<file path="config.mk">
export PLATFORM = sky130hd
export DESIGN_NAME = i2c_tx_sequencer
export DESIGN_NICKNAME = d
export VERILOG_FILES = /design/src/rtl/i2c_tx_sequencer.sv
export SDC_FILE = /design/constraint.sdc
export NUM_CORES = 1
export LEC_CHECK = 0
export ABC_AREA = 1
export CAP_MARGIN = 30
export CORE_ASPECT_RATIO = 1.75
export CORE_UTILIZATION = 52
export DETAILED_ROUTE_END_ITERATION = 6
export DONT_BUFFER_PORTS = 1
export PLACE_DENSITY = 0.67
export SLEW_MARGIN = 10
export SYNTH_ARGS = -nofsm -noshare
export SYNTH_HDL_FRONTEND = slang
export SYNTH_SLANG_ARGS = --single-unit
export TNS_END_PERCENT = 10
</file>
<file path="constraint.sdc">
create_clock -name clk -period 4.4 [get_ports clk]
set_clock_uncertainty 0.15 [all_clocks]
set_input_delay 1.32 -clock clk [delete_from_list [all_inputs] [get_ports clk]]
set_output_delay 1.32 -clock clk [all_outputs]
set_load 0.005 [all_outputs]
</file>
<file path="src/rtl/i2c_tx_sequencer.sv">
// Byte-serialising transmit sequencer for an I2C slave read response:
// drives SDA low-enable MSB first on SCL-low strobes and samples the master ACK.
module i2c_tx_sequencer (
  input  logic       clk,
  input  logic       reset,
  input  logic       start,
  input  logic       stop,
  input  logic       byte_valid,
  input  logic [7:0] byte_data,
  output logic       byte_ready,
  input  logic       shift_strobe,
  input  logic       sample_strobe,
  input  logic       sda_in,
  output logic       sda_oe,
  output logic       busy,
  output logic [7:0] bytes_sent,
  output logic       nack,
  output logic       done,
  output logic       underrun
);

  typedef enum logic [1:0] {
    IDLE     = 2'd0,
    LOAD     = 2'd1,
    SHIFT    = 2'd2,
    ACK_WAIT = 2'd3
  } state_t;

  state_t     state_r, state_s;
  logic [7:0] shreg_r, shreg_s;
  logic [2:0] bit_idx_r, bit_idx_s;
  logic       last_bit_r, last_bit_s;
  logic       sda_oe_s;
  logic [7:0] bytes_sent_s;
  logic       nack_s, done_s, underrun_s;

  // Next-state and next-output decode; stop outranks every strobe and the handshake.
  always_comb begin
    state_s      = state_r;
    shreg_s      = shreg_r;
    bit_idx_s    = bit_idx_r;
    last_bit_s   = last_bit_r;
    sda_oe_s     = sda_oe;
    bytes_sent_s = bytes_sent;
    nack_s       = 1'b0;
    done_s       = 1'b0;
    underrun_s   = 1'b0;
    if (state_r == IDLE) begin
      if (start) begin
        bytes_sent_s = 8'd0;
        state_s      = LOAD;
      end else begin
        state_s = IDLE;
      end
    end else if (stop) begin
      sda_oe_s = 1'b0;
      done_s   = 1'b1;
      state_s  = IDLE;
    end else begin
      case (state_r)
        LOAD: begin
          if (shift_strobe) begin
            // Strobe already in the SCL-low phase: bit 7 goes out now (all-ones if no data).
            shreg_s    = byte_valid ? byte_data : 8'hFF;
            sda_oe_s   = ~shreg_s[7];
            underrun_s = ~byte_valid;
            bit_idx_s  = 3'd6;
            last_bit_s = 1'b0;
            state_s    = SHIFT;
          end else if (byte_valid) begin
            shreg_s    = byte_data;
            bit_idx_s  = 3'd7;
            last_bit_s = 1'b0;
            state_s    = SHIFT;
          end else begin
            state_s = LOAD;
          end
        end
        SHIFT: begin
          if (shift_strobe) begin
            if (last_bit_r) begin
              sda_oe_s   = 1'b0;
              last_bit_s = 1'b0;
              state_s    = ACK_WAIT;
            end else begin
              sda_oe_s   = ~shreg_r[bit_idx_r];
              bit_idx_s  = bit_idx_r - 3'd1;
              last_bit_s = (bit_idx_r == 3'd0);
            end
          end else begin
            state_s = SHIFT;
          end
        end
        ACK_WAIT: begin
          if (sample_strobe) begin
            if (!sda_in) begin
              bytes_sent_s = bytes_sent + 8'd1;
              state_s      = LOAD;
            end else begin
              sda_oe_s = 1'b0;
              nack_s   = 1'b1;
              done_s   = 1'b1;
              state_s  = IDLE;
            end
          end else begin
            state_s = ACK_WAIT;
          end
        end
        default: begin
          state_s = IDLE;
        end
      endcase
    end
  end

  // State and registered-output update.
  always_ff @(posedge clk) begin
    if (reset) begin
      state_r    <= IDLE;
      shreg_r    <= 8'd0;
      bit_idx_r  <= 3'd7;
      last_bit_r <= 1'b0;
      sda_oe     <= 1'b0;
      byte_ready <= 1'b0;
      busy       <= 1'b0;
      bytes_sent <= 8'd0;
      nack       <= 1'b0;
      done       <= 1'b0;
      underrun   <= 1'b0;
    end else begin
      state_r    <= state_s;
      shreg_r    <= shreg_s;
      bit_idx_r  <= bit_idx_s;
      last_bit_r <= last_bit_s;
      sda_oe     <= sda_oe_s;
      byte_ready <= (state_s == LOAD);
      busy       <= (state_s != IDLE);
      bytes_sent <= bytes_sent_s;
      nack       <= nack_s;
      done       <= done_s;
      underrun   <= underrun_s;
    end
  end

endmodule

</file>
Word level (Yosys, flattened, before mapping)
Cells that the tools add are included.
Cells by class
  add/sub/neg operators: 2
  order comparisons: 1
  equality and inequality tests: 14
  multiplexer cells: 42
  bitwise logic cells: 7
  reduce and logical (&&, ||, !) cells: 16
Operators with widths (number)
  2-to-1 mux 8 bit: 9
  2-to-1 mux 1 bit: 17
  != test 3 bit, second input constant: 5
  2-to-1 mux 2 bit: 7
  2-to-1 mux 3 bit: 4
  AND reduction 6 bit: 2
  AND reduction 5 bit: 2
  nonzero test 2 bit: 5
  adder 8 x 1 -> 8 bit, second input constant: 1
  inverter 1 bit: 7
  != test 2 bit, second input constant: 3
  case mux 2 bit (3 select lines): 1
  case mux 3 bit (2 select lines): 1
  OR reduction 5 bit: 1
  == test 2 x 1 -> 1 bit, second input constant: 2
  == test 2 bit, second input constant: 2
  less-than comparator 3 x 4 -> 1 bit, second input constant: 1
  != test 2 x 1 -> 1 bit, second input constant: 2
  AND reduction 4 bit: 1
  nonzero test 4 bit: 1
  binary-select mux 1 bit (select 3 bit): 1
  logical NOT 3 bit: 1
  case mux 1 bit (3 select lines): 1
  OR reduction 3 bit: 1
  other kinds (4): 4
Word-level totals
  flip-flop bits (word level): 28
  input bits: 16
  output and inout bits: 14
  logic and storage cells: 93

Depth between registers and ports, before layout
  depth in word-level cells: 7
  gate-level depth with buffers: 10
  mapped depth without buffers: 10

Worst setup path before layout
OpenSTA, ideal clock, no wires.
  kind: input to register
  start point: input port stop
  end point: register bytes_sent[5]
  library setup time: 119 ps
  arrival: 1958 ps
  required time: 4131 ps
  slack: 2173 ps
  cell stages on the path: 6
  path buffers: 0
  cells stage by stage: nor2_4 nand3b_4 a21oi_4 nand3_2 xor2_1 nor2_1
Between the ends
  word-level cells in the longest chain between the ends: 2
RTL lines
  from (decl): line 7  | input logic stop,
  != test 2 x 1 -> 1 bit (no source line)
  AND reduction 5 bit (no source line)
  to (signal assigned): line 138  | bytes_sent <= bytes_sent_s;
  to (decl): line 16  | output logic [7:0] bytes_sent,
No other way between the ends.
A chain may end at the register's enable or synchronous reset.

Final worst setup path
  start point: register bytes_sent[0]
  end point: output port bytes_sent[0]
No word-level cell between the ends.

==> flow_summary.json <==
{
  "power_switching_uw": 114,
  "min_period_ns": 2.16,
  "antenna_found_initial": 0,
  "period_share": 0.491,
  "seq_power_share": 0.564,
  "clkSlewWorstSetupHoldPaths_ns": 0.10,
  "cts_sinks": 28,
  "slew_headroom": 0.766,
  "rsz0062_at_grt": "no",
  "final_common_cell": "nand2_1",
  "pwr-share-clk": 0.342,
  "areaGrowthSynthToFinish_pct": 5.41,
  "postCtsSetupBuffers": 0,
  "finalHoldViolations": 0,
  "num_antenna_cells": 0,
  "layout_setup_ws_ns": 2.24,
  "tightest_slew_ns": 0.347,
  "critPathKind": "flip-flop to primary output",
  "grt_usage": 0.237,
  "layout_common_cells": "32 x nand2_1, 31 x inv_1, 28 x dfxtp_1",
  "fp.dieArea_mm2": 0.00312,
  "via_count": 1302,
  "power_frac_comb": 0.094,
  "clk_latency_ns": 0.28,
  "nFillCells": 277,
  "synth_xor_area_frac": 0.0175,
  "hold_ws_ns": 0.318,
  "grt_max_degree": 18,
  "cts.htree.levels": 1,
  "viasPerCell": 5.74,
  "synth_nets": 224,
  "leakagePower_nw": 0.675,
  "rows": 25,
  "start_util": 0.553,
  "cts_buffer_depth": 2,
  "fin_total_pwr_uw": 470,
  "grt_pass1_vias": 1328,
  "gp_congestion": 0.855,
  "hold_buffers": 0,
  "die_w_um": 42.7,
  "initialDrtViolationCount": 38,
  "core_region_area_mm2": 0.00272,
  "synthesis.area_mm2": 0.00150,
  "synthCells": 198,
  "final_area_mm2": 0.00159,
  "wl_per_cell_um": 14.8,
  "p_int_uw": 356,
  "routed_wl_um": 3360,
  "synth-seq-cells": 28,
  "synthMuxAreaShare": 0,
  "synth_top_family_by_area": "simple AND/OR/NAND/NOR gates",
  "cts_root_buf": "clkbuf_8",
  "place_inst": 223,
  "fin_util": 0.583,
  "syn_area_per_cell_um2": 7.60,
  "drcViolationCount": 0,
  "switching_share": 0.243,
  "layout.nets": 227,
  "dieHeight_um": 73.1,
  "arrival_ns": 0.69,
  "p_per_area_mw_per_mm2": 297,
  "yosys.area_share.simple": 0.267,
  "cts_resized": 0,
  "hold_path_class": "flip-flop to flip-flop",
  "cts_tree": "built",
  "worst_setup_path_start_kind": "flip-flop",
  "synth_compound_area_frac": 0.172,
  "max_freq_ghz": 0.462,
  "run_status": "complete, no violations",
  "place_hpwl_um": 2700,
  "maxSlewViolCount": 0,
  "final_cells": 227,
  "synth_adder_area_share": 0.0832,
  "ant_nets": 0,
  "drive_above_1_share": 0.0850,
  "ios": 30,
  "cap_violations": 0,
  "grt_pass1_wl_um": 5660,
  "vdd_drop_max_uv": 178,
  "place_ws_ns": 2.04,
  "cp.required_ns": 2.93,
  "synth_seq_area_share": 0.373,
  "grt-ovfl-total": 0,
  "setup_violations": 0,
  "io_buffers": 0,
  "path_max_fanout": 5,
  "drt-pass1-iter-count": 4,
  "synth_cell_types": 36,
  "cts_buffers": 3,
  "place_area_mm2": 0.00153,
  "finalSetupTns_ns": 0,
  "yosys_warnings": 0,
  "end_kind": "primary output"
}
==> path summary, 6_finish.rpt <==
kind | from | to | slack, ns | cells after the start
setup reg to reg | state_r[0] | bit_idx_r[0] | 2.46 | 8
setup / recovery | bytes_sent[0] | bytes_sent[0] | 2.24 | 0
hold / removal | shreg_r[4] | shreg_r[4] | 0.32 | 2
hold reg to reg | shreg_r[4] | shreg_r[4] | 0.32 | 2
==> cell type report <==
type	count	area, µm²	share of cell area
clock buffers	4	55.1	0.0347
inverters	33	124	0.0781
well taps	27	33.8	0.0213
flip-flops and latches	28	561	0.354
multi-input cells	135	812	0.512
==> flip-flops by register name, summed over array words and instances, names as in the netlist <==
signal	cells
done	1
last_bit_r	1
sda_oe	1
nack	1
bytes_sent	8
underrun	1
busy	1
state_r	2
shreg_r	8
bit_idx_r	3
byte_ready	1
==> cell families after synthesis <==
group / after synthesis
AO/OA/AOI/OAI: 40
XOR/XNOR: 3
adder cells (fa/ha/maj): 10
buffers and inverters: 35
flip-flops: 28
AND/OR/NAND/NOR: 82
==> cell usage after synthesis <==
| cell type | count | share of area |
|---|---|---|
| nand3_1 | 13 | 0.043 |
| o21ai_2 | 1 | 0.0058 |
| nor3b_1 | 1 | 0.0050 |
| nor2_2 | 3 | 0.012 |
| inv_1 | 31 | 0.077 |
| xnor2_1 | 1 | 0.0058 |
| a21oi_4 | 1 | 0.011 |
| xor2_1 | 2 | 0.012 |
| a211oi_1 | 8 | 0.040 |
| nor4_1 | 1 | 0.0042 |
| o21ai_1 | 5 | 0.017 |
| nor2_4 | 1 | 0.0075 |
| nor3_1 | 10 | 0.033 |
| nand2_2 | 2 | 0.0083 |
| nand3b_4 | 1 | 0.013 |
| a31oi_1 | 1 | 0.0042 |
| clkinv_1 | 1 | 0.0025 |
| or2_0 | 1 | 0.0042 |
| nand3_2 | 1 | 0.0067 |
| nand2_1 | 32 | 0.080 |
| a21o_1 | 2 | 0.010 |
| nand3b_1 | 1 | 0.0050 |
| o21ai_0 | 6 | 0.020 |
| o211ai_1 | 3 | 0.015 |
| nand2_4 | 1 | 0.0075 |
| a21oi_1 | 9 | 0.030 |
| a21boi_1 | 1 | 0.0050 |
| ha_1 | 10 | 0.083 |
| inv_2 | 1 | 0.0025 |
| o22ai_1 | 1 | 0.0042 |
| nor2_1 | 13 | 0.032 |
| dfxtp_1 | 28 | 0.37 |
| clkbuf_1 | 2 | 0.0050 |
| nand4_1 | 1 | 0.0042 |
| a31o_2 | 1 | 0.0058 |
| a22oi_1 | 1 | 0.0050 |
==> per-layer routing <==
metal  GRT usage  vias to the layer above  part of all wire
li1            -                      658                 -
met1       0.216                      606              0.37
met2       0.463                       25              0.56
met3      0.0371                       13             0.026
met4       0.142                        0             0.043
met5           0                        -                 0
==> power by group through the flow <==
stage | Clock (mW) | Combinational, mW | Sequential [mW]
after floorplan | 0 | 0.0376 | 0.270
after global placement | 0 | 0.0435 | 0.271
after detailed placement | 0 | 0.0443 | 0.271
after CTS | 0.162 | 0.0446 | 0.266
after global routing | 0.172 | 0.0505 | 0.266
final | 0.161 | 0.0443 | 0.265
(Power assumes the default switching activity.)
